==> config.mk <==
export PLATFORM = sky130hd
export DESIGN_NAME = uart_fifo_ctrl_flat
export DESIGN_NICKNAME = d
export VERILOG_FILES = /design/src/rtl/uart_fifo_ctrl_if.sv /design/src/rtl/uart_fifo_ctrl.sv /design/src/flat_wrapper.sv
export SDC_FILE = /design/constraint.sdc
export NUM_CORES = 1
export LEC_CHECK = 0
export BUFFER_PORTS_ARGS = -buffer_cell sky130_fd_sc_hd__buf_2
export CORE_MARGIN = 4
export CORE_UTILIZATION = 45
export DETAILED_ROUTE_END_ITERATION = 12
export PLACE_DENSITY = 0.66
export REMOVE_ABC_BUFFERS = 1
export SLEW_MARGIN = 20
export SYNTH_ARGS = -nofsm -noshare
export SYNTH_HDL_FRONTEND = slang
export SYNTH_SLANG_ARGS = --single-unit
==> constraint.sdc <==
create_clock -name clk -period 4.9 [get_ports clk]
set_clock_uncertainty 0.05 [all_clocks]
set_input_delay 1.47 -clock clk [delete_from_list [all_inputs] [get_ports clk]]
set_output_delay 1.47 -clock clk [all_outputs]
set_load 0.1 [all_outputs]
==> src/rtl/uart_fifo_ctrl_if.sv <==
// Byte-stream side of uart_fifo_ctrl: TX push and RX pop valid/ready handshakes.
// The controller uses the slave modport; the producer/consumer uses master.
interface uart_fifo_ctrl_if #(
  parameter int BIT_WIDTH = 8
);
  logic [BIT_WIDTH-1:0] tx_data;
  logic                 tx_valid;
  logic                 tx_ready;
  logic [BIT_WIDTH-1:0] rx_data;
  logic                 rx_valid;
  logic                 rx_ready;

  modport master (
    output tx_data, tx_valid, rx_ready,
    input  tx_ready, rx_data, rx_valid
  );

  modport slave (
    input  tx_data, tx_valid, rx_ready,
    output tx_ready, rx_data, rx_valid
  );
endinterface

==> src/rtl/uart_fifo_ctrl.sv <==
// Buffered UART: TX/RX FIFOs, internal bit timing, configurable frame format.
// Define UART_LOOPBACK_EN to add the i_loopback port (RX taps the TX line, pin held idle).
//
// state   | meaning
// S_IDLE  | line idle, waiting for FIFO data (TX) or a start edge (RX)
// S_START | start bit (RX: counting to mid-bit, then glitch check)
// S_DATA  | data bits, r_*_bit counts down remaining bits
// S_PAR   | parity bit (never entered when PARITY == 0)
// S_STOP  | stop bit(s); RX samples only the first
module uart_fifo_ctrl #(
  parameter int BIT_WIDTH    = 8,
  parameter int START_BIT    = 0,
  parameter int LSB_TO_MSB   = 1,
  parameter int CLKS_PER_BIT = 16,
  parameter int PARITY       = 0,
  parameter int STOP_BITS    = 1,
  parameter int FIFO_DEPTH   = 8
) (
  input  logic              clk,
  input  logic              rst_n,
  uart_fifo_ctrl_if.slave   bus,
  output logic              o_tx_pin,
  input  logic              i_rx_pin,
  output logic              o_busy,
  output logic              o_frame_err,
  output logic              o_parity_err,
  output logic              o_overrun
`ifdef UART_LOOPBACK_EN
  ,
  input  logic              i_loopback
`endif
);

  localparam int AW  = $clog2(FIFO_DEPTH);
  localparam int PW  = AW + 1;
  localparam int CW  = $clog2(STOP_BITS * CLKS_PER_BIT);
  localparam int BCW = $clog2(BIT_WIDTH);

  localparam logic [CW-1:0]  C_BIT  = CW'(CLKS_PER_BIT - 1);
  localparam logic [CW-1:0]  C_HALF = CW'(CLKS_PER_BIT / 2 - 1);
  localparam logic [CW-1:0]  C_STOP = CW'(STOP_BITS * CLKS_PER_BIT - 1);
  localparam logic [BCW-1:0] C_LAST = BCW'(BIT_WIDTH - 1);

  localparam logic L_START   = (START_BIT != 0);
  localparam logic L_IDLE    = (START_BIT == 0);
  localparam logic L_LSB     = (LSB_TO_MSB != 0);
  localparam logic L_HAS_PAR = (PARITY != 0);
  localparam logic L_ODD     = (PARITY == 2);

  typedef enum logic [2:0] {
    S_IDLE,
    S_START,
    S_DATA,
    S_PAR,
    S_STOP
  } state_t;

  // ---------------- TX FIFO ----------------
  logic [BIT_WIDTH-1:0] r_txf_mem [FIFO_DEPTH];
  logic [PW-1:0]        r_txf_wr, r_txf_rd;
  logic                 w_txf_empty, w_txf_full, w_txf_push, w_txf_pop;
  logic [BIT_WIDTH-1:0] w_txf_head;

  assign w_txf_empty  = (r_txf_wr == r_txf_rd);
  assign w_txf_full   = (r_txf_wr[AW-1:0] == r_txf_rd[AW-1:0]) &&
                        (r_txf_wr[PW-1] != r_txf_rd[PW-1]);
  assign w_txf_push   = bus.tx_valid && !w_txf_full;
  assign w_txf_head   = r_txf_mem[r_txf_rd[AW-1:0]];
  assign bus.tx_ready = !w_txf_full;

  always_ff @(posedge clk) begin
    if (w_txf_push) r_txf_mem[r_txf_wr[AW-1:0]] <= bus.tx_data;
  end

  always_ff @(posedge clk or negedge rst_n) begin
    if (!rst_n) begin
      r_txf_wr <= '0;
      r_txf_rd <= '0;
    end else begin
      if (w_txf_push) r_txf_wr <= r_txf_wr + PW'(1);
      if (w_txf_pop)  r_txf_rd <= r_txf_rd + PW'(1);
    end
  end

  // ---------------- TX FSM ----------------
  state_t               r_tx_state, w_tx_state_nx;
  logic [CW-1:0]        r_tx_cnt, w_tx_cnt_nx;
  logic [BCW-1:0]       r_tx_bit, w_tx_bit_nx;
  logic [BIT_WIDTH-1:0] r_tx_shift, w_tx_shift_nx;
  logic                 r_tx_par, w_tx_par_nx;
  logic                 w_tx_line, w_tx_load;
  logic                 r_tx_pin;

  always_ff @(posedge clk or negedge rst_n) begin
    if (!rst_n) begin
      r_tx_state <= S_IDLE;
      r_tx_cnt   <= '0;
      r_tx_bit   <= '0;
      r_tx_shift <= '0;
      r_tx_par   <= 1'b0;
      r_tx_pin   <= L_IDLE;
    end else begin
      r_tx_state <= w_tx_state_nx;
      r_tx_cnt   <= w_tx_cnt_nx;
      r_tx_bit   <= w_tx_bit_nx;
      r_tx_shift <= w_tx_shift_nx;
      r_tx_par   <= w_tx_par_nx;
      r_tx_pin   <= w_tx_line;
    end
  end

  always_comb begin
    w_tx_state_nx = r_tx_state;
    w_tx_cnt_nx   = r_tx_cnt;
    w_tx_bit_nx   = r_tx_bit;
    w_tx_shift_nx = r_tx_shift;
    w_tx_par_nx   = r_tx_par;
    w_tx_line     = L_IDLE;
    w_tx_load     = 1'b0;
    case (r_tx_state)
      S_IDLE: w_tx_load = !w_txf_empty;
      S_START: begin
        w_tx_line = L_START;
        if (r_tx_cnt == '0) begin
          w_tx_state_nx = S_DATA;
          w_tx_cnt_nx   = C_BIT;
          w_tx_bit_nx   = C_LAST;
        end else begin
          w_tx_cnt_nx = r_tx_cnt - CW'(1);
        end
      end
      S_DATA: begin
        w_tx_line = L_LSB ? r_tx_shift[0] : r_tx_shift[BIT_WIDTH-1];
        if (r_tx_cnt == '0) begin
          w_tx_shift_nx = L_LSB ? (r_tx_shift >> 1) : (r_tx_shift << 1);
          if (r_tx_bit == '0) begin
            w_tx_state_nx = L_HAS_PAR ? S_PAR : S_STOP;
            w_tx_cnt_nx   = L_HAS_PAR ? C_BIT : C_STOP;
          end else begin
            w_tx_bit_nx = r_tx_bit - BCW'(1);
            w_tx_cnt_nx = C_BIT;
          end
        end else begin
          w_tx_cnt_nx = r_tx_cnt - CW'(1);
        end
      end
      S_PAR: begin
        w_tx_line = r_tx_par;
        if (r_tx_cnt == '0) begin
          w_tx_state_nx = S_STOP;
          w_tx_cnt_nx   = C_STOP;
        end else begin
          w_tx_cnt_nx = r_tx_cnt - CW'(1);
        end
      end
      S_STOP: begin
        if (r_tx_cnt == '0) begin
          // Chain straight into the next start bit when more data waits.
          if (!w_txf_empty) w_tx_load = 1'b1;
          else              w_tx_state_nx = S_IDLE;
        end else begin
          w_tx_cnt_nx = r_tx_cnt - CW'(1);
        end
      end
      default: w_tx_state_nx = S_IDLE;
    endcase
    if (w_tx_load) begin
      w_tx_state_nx = S_START;
      w_tx_cnt_nx   = C_BIT;
      w_tx_shift_nx = w_txf_head;
      w_tx_par_nx   = (^w_txf_head) ^ L_ODD;
    end
  end

  assign w_txf_pop = w_tx_load;

  // ---------------- RX line select ----------------
  logic r_rx_s1, r_rx_s2, r_rx_prev, w_rx_line;

  always_ff @(posedge clk or negedge rst_n) begin
    if (!rst_n) begin
      r_rx_s1   <= L_IDLE;
      r_rx_s2   <= L_IDLE;
      r_rx_prev <= L_IDLE;
    end else begin
      r_rx_s1   <= i_rx_pin;
      r_rx_s2   <= r_rx_s1;
      r_rx_prev <= w_rx_line;
    end
  end

`ifdef UART_LOOPBACK_EN
  assign w_rx_line = i_loopback ? r_tx_pin : r_rx_s2;
  assign o_tx_pin  = i_loopback ? L_IDLE : r_tx_pin;
`else
  assign w_rx_line = r_rx_s2;
  assign o_tx_pin  = r_tx_pin;
`endif

  // ---------------- RX FIFO ----------------
  logic [BIT_WIDTH-1:0] r_rxf_mem [FIFO_DEPTH];
  logic [PW-1:0]        r_rxf_wr, r_rxf_rd;
  logic                 w_rxf_empty, w_rxf_full, w_rxf_push, w_rxf_pop;
  logic [BIT_WIDTH-1:0] r_rx_shift, w_rx_shift_nx;

  assign w_rxf_empty  = (r_rxf_wr == r_rxf_rd);
  assign w_rxf_full   = (r_rxf_wr[AW-1:0] == r_rxf_rd[AW-1:0]) &&
                        (r_rxf_wr[PW-1] != r_rxf_rd[PW-1]);
  assign w_rxf_pop    = !w_rxf_empty && bus.rx_ready;
  assign bus.rx_valid = !w_rxf_empty;
  assign bus.rx_data  = w_rxf_empty ? '0 : r_rxf_mem[r_rxf_rd[AW-1:0]];

  always_ff @(posedge clk) begin
    if (w_rxf_push) r_rxf_mem[r_rxf_wr[AW-1:0]] <= r_rx_shift;
  end

  always_ff @(posedge clk or negedge rst_n) begin
    if (!rst_n) begin
      r_rxf_wr <= '0;
      r_rxf_rd <= '0;
    end else begin
      if (w_rxf_push) r_rxf_wr <= r_rxf_wr + PW'(1);
      if (w_rxf_pop)  r_rxf_rd <= r_rxf_rd + PW'(1);
    end
  end

  // ---------------- RX FSM ----------------
  state_t         r_rx_state, w_rx_state_nx;
  logic [CW-1:0]  r_rx_cnt, w_rx_cnt_nx;
  logic [BCW-1:0] r_rx_bit, w_rx_bit_nx;
  logic           r_rx_par, w_rx_par_nx;
  logic           r_rx_bad_par, w_rx_bad_par_nx;
  logic           w_ferr, w_perr, w_ovr;
  logic           r_frame_err, r_parity_err, r_overrun;

  always_ff @(posedge clk or negedge rst_n) begin
    if (!rst_n) begin
      r_rx_state   <= S_IDLE;
      r_rx_cnt     <= '0;
      r_rx_bit     <= '0;
      r_rx_shift   <= '0;
      r_rx_par     <= 1'b0;
      r_rx_bad_par <= 1'b0;
      r_frame_err  <= 1'b0;
      r_parity_err <= 1'b0;
      r_overrun    <= 1'b0;
    end else begin
      r_rx_state   <= w_rx_state_nx;
      r_rx_cnt     <= w_rx_cnt_nx;
      r_rx_bit     <= w_rx_bit_nx;
      r_rx_shift   <= w_rx_shift_nx;
      r_rx_par     <= w_rx_par_nx;
      r_rx_bad_par <= w_rx_bad_par_nx;
      r_frame_err  <= w_ferr;
      r_parity_err <= w_perr;
      r_overrun    <= w_ovr;
    end
  end

  always_comb begin
    w_rx_state_nx   = r_rx_state;
    w_rx_cnt_nx     = r_rx_cnt;
    w_rx_bit_nx     = r_rx_bit;
    w_rx_shift_nx   = r_rx_shift;
    w_rx_par_nx     = r_rx_par;
    w_rx_bad_par_nx = r_rx_bad_par;
    w_rxf_push      = 1'b0;
    w_ferr          = 1'b0;
    w_perr          = 1'b0;
    w_ovr           = 1'b0;
    case (r_rx_state)
      S_IDLE: begin
        if (r_rx_prev == L_IDLE && w_rx_line == L_START) begin
          w_rx_state_nx = S_START;
          w_rx_cnt_nx   = C_HALF;
        end
      end
      S_START: begin
        if (r_rx_cnt == '0) begin
          if (w_rx_line == L_IDLE) begin
            w_rx_state_nx = S_IDLE;
          end else begin
            w_rx_state_nx   = S_DATA;
            w_rx_cnt_nx     = C_BIT;
            w_rx_bit_nx     = C_LAST;
            w_rx_par_nx     = 1'b0;
            w_rx_bad_par_nx = 1'b0;
          end
        end else begin
          w_rx_cnt_nx = r_rx_cnt - CW'(1);
        end
      end
      S_DATA: begin
        if (r_rx_cnt == '0) begin
          w_rx_shift_nx = L_LSB ? {w_rx_line, r_rx_shift[BIT_WIDTH-1:1]}
                                : {r_rx_shift[BIT_WIDTH-2:0], w_rx_line};
          w_rx_par_nx   = r_rx_par ^ w_rx_line;
          w_rx_cnt_nx   = C_BIT;
          if (r_rx_bit == '0) w_rx_state_nx = L_HAS_PAR ? S_PAR : S_STOP;
          else                w_rx_bit_nx   = r_rx_bit - BCW'(1);
        end else begin
          w_rx_cnt_nx = r_rx_cnt - CW'(1);
        end
      end
      S_PAR: begin
        if (r_rx_cnt == '0) begin
          w_rx_bad_par_nx = (w_rx_line != (r_rx_par ^ L_ODD));
          w_rx_state_nx   = S_STOP;
          w_rx_cnt_nx     = C_BIT;
        end else begin
          w_rx_cnt_nx = r_rx_cnt - CW'(1);
        end
      end
      S_STOP: begin
        if (r_rx_cnt == '0) begin
          // A pop in the same cycle frees a slot, so a full FIFO still accepts.
          w_rx_state_nx = S_IDLE;
          w_ferr        = (w_rx_line != L_IDLE);
          w_perr        = r_rx_bad_par;
          if (!w_ferr && !w_perr) begin
            if (w_rxf_full && !w_rxf_pop) w_ovr      = 1'b1;
            else                          w_rxf_push = 1'b1;
          end
        end else begin
          w_rx_cnt_nx = r_rx_cnt - CW'(1);
        end
      end
      default: w_rx_state_nx = S_IDLE;
    endcase
  end

  assign o_frame_err  = r_frame_err;
  assign o_parity_err = r_parity_err;
  assign o_overrun    = r_overrun;
  assign o_busy       = (r_tx_state != S_IDLE) || (r_rx_state != S_IDLE) || !w_txf_empty;

endmodule

==> src/flat_wrapper.sv <==
// flat-port wrapper written by rule: the top's interface ports become plain ports
module uart_fifo_ctrl_flat 
#(
  parameter int BIT_WIDTH    = 8,
  parameter int START_BIT    = 0,
  parameter int LSB_TO_MSB   = 1,
  parameter int CLKS_PER_BIT = 16,
  parameter int PARITY       = 0,
  parameter int STOP_BITS    = 1,
  parameter int FIFO_DEPTH   = 8
)
  (clk, rst_n, o_tx_pin, i_rx_pin, o_busy, o_frame_err, o_parity_err, o_overrun, bus_tx_data, bus_tx_valid, bus_rx_ready, bus_tx_ready, bus_rx_data, bus_rx_valid);
  uart_fifo_ctrl_if #(.BIT_WIDTH(BIT_WIDTH)) bus_i ();
  input  logic clk;
  input  logic rst_n;
  output logic o_tx_pin;
  input  logic i_rx_pin;
  output logic o_busy;
  output logic o_frame_err;
  output logic o_parity_err;
  output logic o_overrun;
  input wire logic [$bits(bus_i.tx_data)-1:0] bus_tx_data;
  input wire logic [$bits(bus_i.tx_valid)-1:0] bus_tx_valid;
  input wire logic [$bits(bus_i.rx_ready)-1:0] bus_rx_ready;
  output wire logic [$bits(bus_i.tx_ready)-1:0] bus_tx_ready;
  output wire logic [$bits(bus_i.rx_data)-1:0] bus_rx_data;
  output wire logic [$bits(bus_i.rx_valid)-1:0] bus_rx_valid;
  assign bus_i.tx_data = bus_tx_data;
  assign bus_i.tx_valid = bus_tx_valid;
  assign bus_i.rx_ready = bus_rx_ready;
  assign bus_tx_ready = bus_i.tx_ready;
  assign bus_rx_data = bus_i.rx_data;
  assign bus_rx_valid = bus_i.rx_valid;
  uart_fifo_ctrl #(.BIT_WIDTH(BIT_WIDTH), .START_BIT(START_BIT), .LSB_TO_MSB(LSB_TO_MSB), .CLKS_PER_BIT(CLKS_PER_BIT), .PARITY(PARITY), .STOP_BITS(STOP_BITS), .FIFO_DEPTH(FIFO_DEPTH)) u_core (.clk(clk), .rst_n(rst_n), .bus(bus_i), .o_tx_pin(o_tx_pin), .i_rx_pin(i_rx_pin), .o_busy(o_busy), .o_frame_err(o_frame_err), .o_parity_err(o_parity_err), .o_overrun(o_overrun));
endmodule
; Yosys cells after proc, flatten, opt, wreduce, memory -nomap -nowiden
; Memory sizes are Yosys's and may differ from the RTL's.
; Cells that the tools add are included.
[totals]
ff_bits = 62
mem_bits_rw = 128
inputBits = 13
out_inout_bits = 15
word_cells = 177
mem_count = 2
[mem_list]
columns = memory, words, width, read_ports, rd_clocked_by_memory_dff, wr, line
row1 = u_core.r_rxf_mem, 8, 8, 1, 0, 1, uart_fifo_ctrl.sv:201  ; logic [BIT_WIDTH-1:0] r_rxf_mem [FIFO_DEPTH];
row2 = u_core.r_txf_mem, 8, 8, 1, 0, 1, uart_fifo_ctrl.sv:59  ; logic [BIT_WIDTH-1:0] r_txf_mem [FIFO_DEPTH];
[classes]
n_addsub = 8
n_eq_ne = 36
n_mux = 65
bitwise_logic = 2
reduce_logical = 42
[op_table]
columns = cell, n
row1 = $mux W3, 20
row2 = $mux W4, 8
row3 = $mux W8, 4
row4 = $pmux W3 S5, 2
row5 = $mux W1, 22
row6 = $ne A2 B1 Y1 const B, 9
row7 = $ne A3 B1 Y1 const B, 6
row8 = $add A4 B1 Y4 const B, 4
row9 = $pmux W4 S4, 1
row10 = $reduce_and A4 Y1, 4
row11 = $eq A3 B2 Y1 const B, 4
row12 = $logic_not A3 Y1, 4
row13 = $pmux W3 S2, 2
row14 = $reduce_bool A2 Y1, 5
row15 = $reduce_bool A3 Y1, 3
row16 = $eq A4 B4 Y1, 2
row17 = $logic_not A4 Y1, 2
row18 = $ne A2 B2 Y1 const B, 4
row19 = $pmux W4 S2, 1
row20 = $reduce_xor A8 Y1, 1
row21 = $sub A4 B1 Y4 const B, 2
row22 = $logic_and A1 B1 Y1, 7
row23 = $reduce_and A7 Y1, 1
row24 = $eq A3 B1 Y1 const B, 2
row25 = other kinds (19), 33

; Longest topological paths before layout
; Gate-level depths: netlist (run 1).
[logic_depth]
word_depth = 11
depth_mapped = 9
mapped_depth_nobuf = 8

; Worst setup path before layout (run 1)
; No wires, ideal clock.
[synth_path]
path_kind = register to output
from = register u_core.r_rxf_rd[0]
to = output bus_rx_data[0]
arrival_time_ps = 2502
t_required_ps = 3380
slack_ps = 878
stages_incl_launch_ff = 6
n_path_buf = 2
cell_sequence = dfrtp_1 > buf_2 > buf_2 > mux4_2 > mux2i_1 > nor2_1
[synth_via]
elab_chain_len = 2
elab_cells_between_ends = 3
cone_classes = eq/ne (1) / mux (1) / memory (1)
[synth_rtl]
columns = item, line
row1 = start: declaration, uart_fifo_ctrl.sv:202  ; logic [PW-1:0] r_rxf_wr, r_rxf_rd;
row2 = start signal: assignment, uart_fifo_ctrl.sv:223  ; if (w_rxf_pop) r_rxf_rd <= r_rxf_rd + PW'(1);
row3 = $mem_v2 Z8 W8 or $eq A4 B4 Y1 (tied branches), -
row4 = $mux W8 *, uart_fifo_ctrl.sv:211  ; assign bus.rx_data = w_rxf_empty ? '0 : r_rxf_mem[r_rxf_rd[AW-1:0]];
row5 = end: declaration, flat_wrapper.sv:26  ; output wire logic [$bits(bus_i.rx_data)-1:0] bus_rx_data;
; Every way passes the cells marked *; elsewhere a longest branch is shown, timed or not.

; Worst setup path after layout (run 1)
[layout_path]
from = register u_core.r_rxf_rd[1]
to = output bus_rx_data[4]
; The elaborated chain is that of the path after synthesis.

==> run_results.csv, run 1 <==
group,metric,value,unit
floorplan,io_pins,28,
synth,synth_edf_count,128,
synth,synthArstFlopShare,32.6,%
cts,clk_pin_slew_worst_paths,70,ps
drt,first_pass_iters,4,
critical_path,crit_type,"flip-flop to primary output",
cells_and_area,drive_gt1_share,20.2,%
cells_and_area,nets,575,
synth,syn_avg_cell_area,15.4,um2
cts,worstSkewPairLatency,430,ps
critical_path,critPathRequiredTime,3380,ps
synth,synth_cell_types,49,
critical_path,slowest_stage,"dfrtp_1",
sta,hold_ws,306,ps
floorplan,num_rows,48,
cts,h-tree-depth,4,
global_routing,grt.busiest_layer,"met2",
synth,synth_seq_cells,190,
global_routing,grt_overflow,0,
synth,netlist_instances,528,
flow_run,max_cap_viol_count,0,
cts,holdBufCountCts,0,
status,status,"finished clean",
critical_path,cp_slowest_stage_delay,850,ps
global_routing,antenna_found_initial,0,
cts,post-cts-setup-buffer-count,0,
global_routing,grt_use_met2,25.8,%
critical_path,critPathLaunchType,"flip-flop",
sta,fmax,241,MHz
floorplan,start_util,46.4,%
sta,fin_setup_tns,0,ps
sta,tightest_slew,1040,ps
sta,slew_headroom,30.6,%
synth,ys_warn_count,0,
drt,drc,0,
synth,synth_seq_area_share,66.6,%
global_routing,grt_util_met3,3.76,%
cells_and_area,final_common_cell,"edfxtp_1",
cells_and_area,fillers,1411,
pwr,peakVddDrop,0.390,mV
placed_design,dp_hpwl,9.30,mm
sta,period_needed,4150,ps
cells_and_area,area_growth,11.4,%
placed_design,gp_congestion,0.759,
sta,finalCritPeriodShare,84.6,%
critical_path,worst-path-max-fanout,20,
global_routing,grt_pass1_wl,22.9,mm
critical_path,crit_path_end_kind,"primary output",
global_routing,grt_start_max_net_pins,37,
cts,clock_sinks,190,
global_routing,grt_usage,15.0,%
cts,cts_buffers,17,
floorplan,die_h,142,um
floorplan,die-width,142,um
pwr,powerDensity,599,nW/um2
cts,clockBufferDepth,2,
floorplan,coreArea,17500,um2
sta,setup_violations,0,
drt,vias_per_cell,5.41,
pwr,p_leak,3.43,nW
global_routing,met1_usage,18.3,%
drt,wl_per_cell,17.6,um
critical_path,crit_arrival,2630,ps
critical_path,critPathTopFamily,"flip-flops",
drt,routed-via-count,4277,
floorplan,die-area,20200,um2
cts,cts_tree,"built",
global_routing,grt_pass1_vias,4257,
cts,root_buffer,"clkbuf_16",
cells_and_area,antenna_cells,0,
sta,maxSlewViolCount,0,
critical_path,worstPathCellList,"xnor2_1, nand3_1, nor2b_1, nor2_1, buf_2",
cells_and_area,layout_common_cells,"edfxtp_1 (128), dfrtp_1 (58), nand2_1 (40)",
cts,ctsResizeCount,0,
worst_hold_path,hp-class,"flip-flop to flip-flop",
drt,drt_wl_total,13.9,mm
critical_path,critPathBufInv,1,
synth,synth-main-ff-cell,"edfxtp_1",
sta,hold_viol_final,0,
placed_design,io_buffers,27,
drt,drt-initial-drc-count,210,
synth,netlist_area,8110,um2
sta,rsz0062_at_grt,"no",
drt,ant_nets,0,
-- worst paths after layout --
kind	slack, ps	end	cells after the start	from
max	750	bus_rx_data[4]	5	u_core.r_rxf_rd[1]
min	310	u_core.r_rx_s2	0	u_core.r_rx_s1
max reg2reg	1480	u_core.r_rxf_mem[2][7]	8	u_core.r_rx_cnt[0]
min reg2reg	310	u_core.r_rx_s2	0	u_core.r_rx_s1
max in group asynchronous	2780	u_core.r_rx_prev	2	rst_n
min in group asynchronous	1110	u_core.r_tx_cnt[2]	1	rst_n
-- cells by family (layout without fill, tap and decap cells) --
group	Yosys count	in the layout	share of synthesized area [%]
fa+ha+maj	11	11	1.67
mux	66	66	13.8
flops	190	190	66.6
simple gates	135	135	8.25
xor+xnor	29	29	3.13
compound gates	55	55	3.90
buf+inv	42	79	2.67
-- per-stage QoR --
step	area [um2]	setup slack [ps]	std cells	total power, mW	utilization, %
6_report	9040	753	790	5.41	51.7
3_3_place_gp	8410	1290	758	4.02	48.1
4_1_cts	9020	666	790	5.48	51.6
2_1_floorplan	7960	759	502	3.69	-
5_1_grt	9040	464	790	5.75	51.7
3_5_place_dp	8410	1130	758	4.08	48.1
-- Yosys cell counts (4+ instances only) --
library cell | number | share of area [%]
edfxtp_1 | 128 | 47
nor2b_1 | 5 | 0.39
xor2_1 | 8 | 0.86
o211ai_1 | 4 | 0.37
mux2i_1 | 18 | 2.2
mux4_1 | 11 | 3.6
inv_1 | 16 | 0.74
o21ai_0 | 28 | 1.7
nand4_1 | 4 | 0.31
nor3b_1 | 6 | 0.56
dfrtp_1 | 58 | 18
mux4_2 | 21 | 5.8
nand2b_1 | 10 | 0.77
xnor2_1 | 21 | 2.3
nand3_1 | 10 | 0.62
nor3_1 | 8 | 0.49
dfstp_2 | 4 | 1.3
nand2_1 | 40 | 1.9
ha_1 | 10 | 1.5
clkbuf_1 | 17 | 0.79
mux2_2 | 16 | 2.2
a21oi_1 | 14 | 0.86
nor2_1 | 37 | 1.7
or3_1 | 4 | 0.31
-- power by group --
| group | switching [mW] | leakage, nW | internal, mW |
|---|---|---|---|
| Combinational | 1.07 | 1.14 | 0.706 |
| Sequential | 0.254 | 1.99 | 1.99 |
| Clock | 0.580 | 0.299 | 0.811 |
| Total | 1.91 | 3.43 | 3.50 |
-- worst reg2reg max path: stages, from the launching register on --
cell and delay [ps]:
dfrtp_1 400, inv_1 70, ha_1 200, inv_1 70
nor3_1 390, nand3_1 310, nor4b_4 440, nand2b_1 220
nor3b_1 890
-- flip-flops by register name, indices dropped and copies added (netlist names), 3 cells and up --
register           cells
u_core.r_tx_shift      8
u_core.r_rxf_mem      64
u_core.r_tx_cnt        4
u_core.r_rxf_wr        4
u_core.r_rx_cnt        4
u_core.r_tx_state      3
u_core.r_txf_mem      64
u_core.r_rx_shift      8
u_core.r_txf_rd        4
u_core.r_rx_state      3
u_core.r_txf_wr        4
u_core.r_rxf_rd        4
u_core.r_rx_bit        3
u_core.r_tx_bit        3
-- routing by layer --
layer | wire, um | vias up
li1 | - | 2028
met1 | 5700 | 2139
met2 | 7340 | 95
met3 | 661 | 15
met4 | 208 | 0
met5 | 0 | -
-- cell type report --
type / count / area (um2) / share of cell area [%]
sequential: 190 / 5400 / 59.8
multi-input combinational: 296 / 2520 / 27.9
clock buffer: 20 / 478 / 5.29
tap: 225 / 282 / 3.12
timing repair buffer: 31 / 165 / 1.83
clock inverter: 12 / 129 / 1.43
inverter: 16 / 60.1 / 0.665
No activity file was read; power rests on OpenSTA's default activity.
==> inputs of run 2 (changes only) <==
- PLACE_DENSITY: 0.66 -> 0.68
- clock period: 4.9 -> 3.8 ns (I/O delays scaled with it)
==> run 2 against run 1 <==
  * Via count is 0.51% higher
  * Combinational power up 36%
  * Global-route usage fell by 0.54 points
  * First-iteration DRC count decreased by 2.4%
  * Non-clock buffer count up 17
  * Clock-buffer cell count did not move
  * Critical path type unchanged
  * Critical endpoint is now bus_rx_data[2]
  * Largest power group unchanged
==> run_results.csv, run 2 (synthesis gave the netlist of run 1 again) <==
group,metric,value,unit
status,status,"finished clean",
cells_and_area,nets,592,
sta,fmax,287,MHz
floorplan,start_util,46.4,%
sta,hold_viol_final,0,
drt,drt-initial-drc-count,205,
drt,wl_per_cell,16.9,um
cells_and_area,final_common_cell,"edfxtp_1",
critical_path,worst-path-max-fanout,12,
pwr,p_leak,3.52,nW
cts,cts_buffers,17,
cts,worstSkewPairLatency,420,ps
pwr,power,7.18,mW
cts,clk_pin_slew_worst_paths,60,ps
flow_run,max_cap_viol_count,0,
cells_and_area,area_growth,13.2,%
drt,first_pass_iters,4,
placed_design,io_buffers,27,
sta,finalCritPeriodShare,91.8,%
placed_design,gp_congestion,0.776,
cts,root_buffer,"clkbuf_16",
cts,h-tree-depth,4,
worst_hold_path,hp-class,"flip-flop to flip-flop",
floorplan,num_rows,48,
floorplan,io_pins,28,
pwr,peakVddDrop,0.709,mV
placed_design,placed_cells,775,
cts,cts_tree,"built",
global_routing,antenna_found_initial,0,
sta,setup_violations,0,
cells_and_area,layout_common_cells,"edfxtp_1 (128), dfrtp_1 (57), nand2_1 (40)",
cells_and_area,drive_gt1_share,21.0,%
sta,rsz0062_at_grt,"no",
cells_and_area,antenna_cells,0,
sta,maxSlewViolCount,0,
cts,clock_sinks,190,
cts,post-cts-setup-buffer-count,0,
sta,hold_ws,315,ps
critical_path,crit_arrival,2300,ps
floorplan,coreArea,17500,um2
critical_path,critPathLaunchType,"flip-flop",
global_routing,grt_overflow,0,
drt,vias_per_cell,5.33,
sta,period_needed,3490,ps
sta,fin_setup_tns,0,ps
global_routing,grt_pass1_wl,22.6,mm
floorplan,die-area,20200,um2
drt,drt_wl_total,13.7,mm
global_routing,grt_usage,14.4,%
critical_path,crit_type,"flip-flop to primary output",
sta,tightest_slew,777,ps
pwr,powerDensity,782,nW/um2
cells_and_area,stdcell_count,807,
placed_design,dp_hpwl,9.27,mm
drt,routed-via-count,4299,
critical_path,crit_path_end_kind,"primary output",
floorplan,die-width,142,um
drt,ant_nets,0,
global_routing,grt_pass1_vias,4355,
critical_path,critPathRequiredTime,2610,ps
global_routing,grt_start_max_net_pins,46,
drt,drc,0,
floorplan,die_h,142,um
sta,slew_headroom,48.0,%
cts,clockBufferDepth,2,
run 2: per-stage QoR:
stage / setup slack, ps / utilization, % / instance area [um2]
2_1_floorplan: -11.2 / - / 7960
3_3_place_gp: 612 / 48.8 / 8530
3_5_place_dp: 558 / 48.8 / 8530
4_1_cts: 90.8 / 52.6 / 9190
5_1_grt: 91.8 / 52.6 / 9190
6_report: 313 / 52.6 / 9190
run 2: repair_timing:
| item | CTS | global route |
|---|---|---|
| gates resized for setup | 0 | 1 |
| setup endpoints to repair | 0 | 6 |
| hold buffers | 0 | 0 |
run 2: power by group:
| group | switching [mW] | total, mW | internal (mW) |
|---|---|---|---|
| Combinational | 1.47 | 2.42 | 0.950 |
| Sequential | 0.263 | 2.83 | 2.56 |
| Clock | 0.704 | 1.93 | 1.23 |
| Total | 2.44 | 7.18 | 4.74 |
run 2: layout make-up:
class | instances | area, um2
clock buffer | 20 | 437
clock inverter | 12 | 216
fill | 1398 | 8290
inverter | 16 | 60.1
timing repair buffer | 48 | 295
multi-input combinational | 296 | 2500
tap | 225 | 282
sequential | 190 | 5400
run 2: critical path: stages (launching register included):
cell and delay (ps):
dfrtp_2 510, buf_4 300, mux4_2 520, mux2i_1 170, nor2_1 50, buf_2 320
run 2: path summary, 6_finish.rpt:
kind	from	endpoint	slack (ps)	cells after the start
worst min-delay path	u_core.r_rx_s1	u_core.r_rx_s2	310	0
min in group asynchronous	rst_n	u_core.r_txf_wr[2]	650	1
worst min register to register	u_core.r_rx_s1	u_core.r_rx_s2	310	0
worst max register to register	u_core.r_rx_cnt[0]	u_core.r_rxf_mem[3][0]	780	8
worst max-delay path	u_core.r_rxf_rd[0]	bus_rx_data[2]	310	5
max in group asynchronous	rst_n	u_core.r_rxf_rd[0]	2420	2
run 2: per-layer routing:
metal	wire [um]	vias up	part of all wire, %	track usage, %
met3	458	11	3.4	3.60
li1	-	2050	-	-
met4	151	0	1.1	4.60
met2	7100	74	52	25.1
met1	5950	2164	44	17.8
met5	0	-	0	0
==> inputs of run 3 (changes only) <==
- REMOVE_ABC_BUFFERS: 1 -> not set
==> run 3 against run 2 <==
  * First-iteration DRC count is 35% higher
  * Sequential share of layout area is 0.38 points higher
  * Sequential power hardly changed
  * Register-to-register slack better by 320 ps
  * Clock power is 11% lower
  * Clock-buffer cell count is 3 lower
  * Critical endpoint is now bus_rx_data[5]
  * Largest power group unchanged
==> run_results.csv, run 3 (synthesis gave the netlist of run 1 again) <==
group,metric,value,unit
drt,drc,0,
critical_path,crit_type,"flip-flop to primary output",
placed_design,io_buffers,27,
drt,vias_per_cell,5.34,
placed_design,gp_congestion,0.742,
critical_path,worstPathCellList,"xnor2_1, nand3_1, nor2b_1, nor2_1, buf_2",
cts,cts_buffers,17,
pwr,p_leak,3.51,nW
worst_hold_path,hold_path_depth,0,
cts,clk_pin_slew_worst_paths,70,ps
drt,first_pass_iters,4,
sta,finalCritPeriodShare,94.1,%
floorplan,start_util,46.4,%
cells_and_area,final_common_cell,"edfxtp_1",
drt,drt_wl_total,14.4,mm
cells_and_area,antenna_cells,0,
sta,hold_viol_final,0,
cts,post-cts-setup-buffer-count,0,
cts,clock_sinks,190,
floorplan,num_rows,48,
cells_and_area,nets,595,
sta,rsz0062_at_grt,"no",
pwr,peakVddDrop,0.560,mV
sta,fmax,280,MHz
worst_hold_path,holdCritStartpoint,"u_core.r_rx_s1",
pwr,pwr-share-seq,39.9,%
worst_hold_path,hp-class,"flip-flop to flip-flop",
global_routing,antenna_found_initial,0,
global_routing,grt_usage,15.2,%
cts,h-tree-depth,4,
sta,period_needed,3580,ps
pwr,p_clk_share,24.4,%
placed_design,dp_hpwl,9.23,mm
floorplan,coreArea,17500,um2
pwr,p_sw,2.57,mW
status,status,"finished clean",
cts,holdBufCountCts,0,
cells_and_area,layout_common_cells,"edfxtp_1 (128), dfrtp_1 (58), nand2_1 (40)",
global_routing,grt_start_max_net_pins,63,
global_routing,grt_overflow,0,
critical_path,worst-path-max-fanout,11,
floorplan,io_pins,28,
sta,setup_violations,0,
pwr,switching_share,36.6,%
floorplan,die-width,142,um
flow_run,max_cap_viol_count,0,
cells_and_area,multi_input_area,2500,um2
drt,ant_nets,0,
floorplan,die-area,20200,um2
floorplan,die_h,142,um
global_routing,grt_pass1_vias,4395,
synth,syn_nets,551,
cts,worstSkewPairLatency,420,ps
cells_and_area,drive_gt1_share,21.7,%
critical_path,reg2reg_from,"u_core.r_rx_state[0]",
sta,slew_headroom,45.1,%
sta,fin_setup_tns,0,ps
cts,clockBufferDepth,2,
drt,drt-initial-drc-count,277,
cts,ctsResizeCount,0,
critical_path,startpoint,"u_core.r_rxf_wr[0]",
sta,maxSlewViolCount,0,
cells_and_area,area_growth,12.5,%
critical_path,critPathRequiredTime,2610,ps
pwr,power,7.02,mW
critical_path,cp_slowest_stage_delay,660,ps
pwr,combPwrFrac,35.7,%
cells_and_area,register_area,5400,um2
cts,cts_tree,"built",
sta,hold_ws,307,ps
critical_path,slowest_stage,"nor2b_1",
cts,root_buffer,"clkbuf_16",
critical_path,crit_path_end_kind,"primary output",
critical_path,reg2reg_depth,4,
drt,routed-via-count,4327,
sta,tightest_slew,822,ps
pwr,power.internal,4.45,mW
drt,wl_per_cell,17.7,um
pwr,powerDensity,769,nW/um2
global_routing,grt_pass1_wl,23.4,mm
critical_path,critPathLaunchType,"flip-flop",
cells_and_area,fillers,1427,
critical_path,crit_arrival,2390,ps
-- run 3: metal layers --
metal | global-route usage (%) | vias to the layer above | routed length [um]
met4 | 5.20 | 0 | 206
met5 | 0 | - | 0
met2 | 25.6 | 51 | 7390
met1 | 19.4 | 2183 | 6380
met3 | 3.60 | 17 | 383
li1 | - | 2076 | -
-- run 3: layout make-up --
class,instances,area share (%)
Sequential cell,190,59.2
Tap cell,225,3.08
Multi-Input combinational cell,296,27.4
Inverter,16,0.658
Clock inverter,15,1.62
Timing Repair Buffer,51,3.45
Clock buffer,17,4.66
-- run 3: path summary, 6_finish.rpt --
check	to	slack [ps]
max in group asynchronous	u_core.r_rx_shift[6]	2310
hold / removal	u_core.r_rx_s2	310
hold reg to reg	u_core.r_rx_s2	310
setup reg to reg	u_core.r_rxf_mem[7][6]	1100
setup / recovery	bus_rx_data[5]	220
min in group asynchronous	u_core.r_txf_wr[1]	830
-- run 3: critical path: cells and delay by family (launching register included) --
kind / cells / cell delay, ps
AND/OR/NAND/NOR: 3 / 910
flip-flops: 1 / 550
buffers and inverters: 1 / 330
XOR/XNOR: 1 / 160
-- run 3: through the flow --
step                util, %  instances  instance area (um2)  worst slack, ps
finish                 52.2        810                 9130              224
global route           52.2        810                 9130             28.0
CTS                    52.2        810                 9130              219
detailed placement     48.9        778                 8550              685
global placement       48.9        778                 8550              747
floorplan                 -        528                 8110              108
-- run 3: power by group through the flow --
stage / combinational [mW] / sequential, mW / clock (mW)
after detailed placement: 2.52 / 2.84 / 0
after global routing: 2.74 / 2.85 / 1.85
after floorplan: 2.10 / 2.78 / 0
final: 2.50 / 2.80 / 1.72
after CTS: 2.54 / 2.80 / 1.76
after global placement: 2.44 / 2.82 / 0
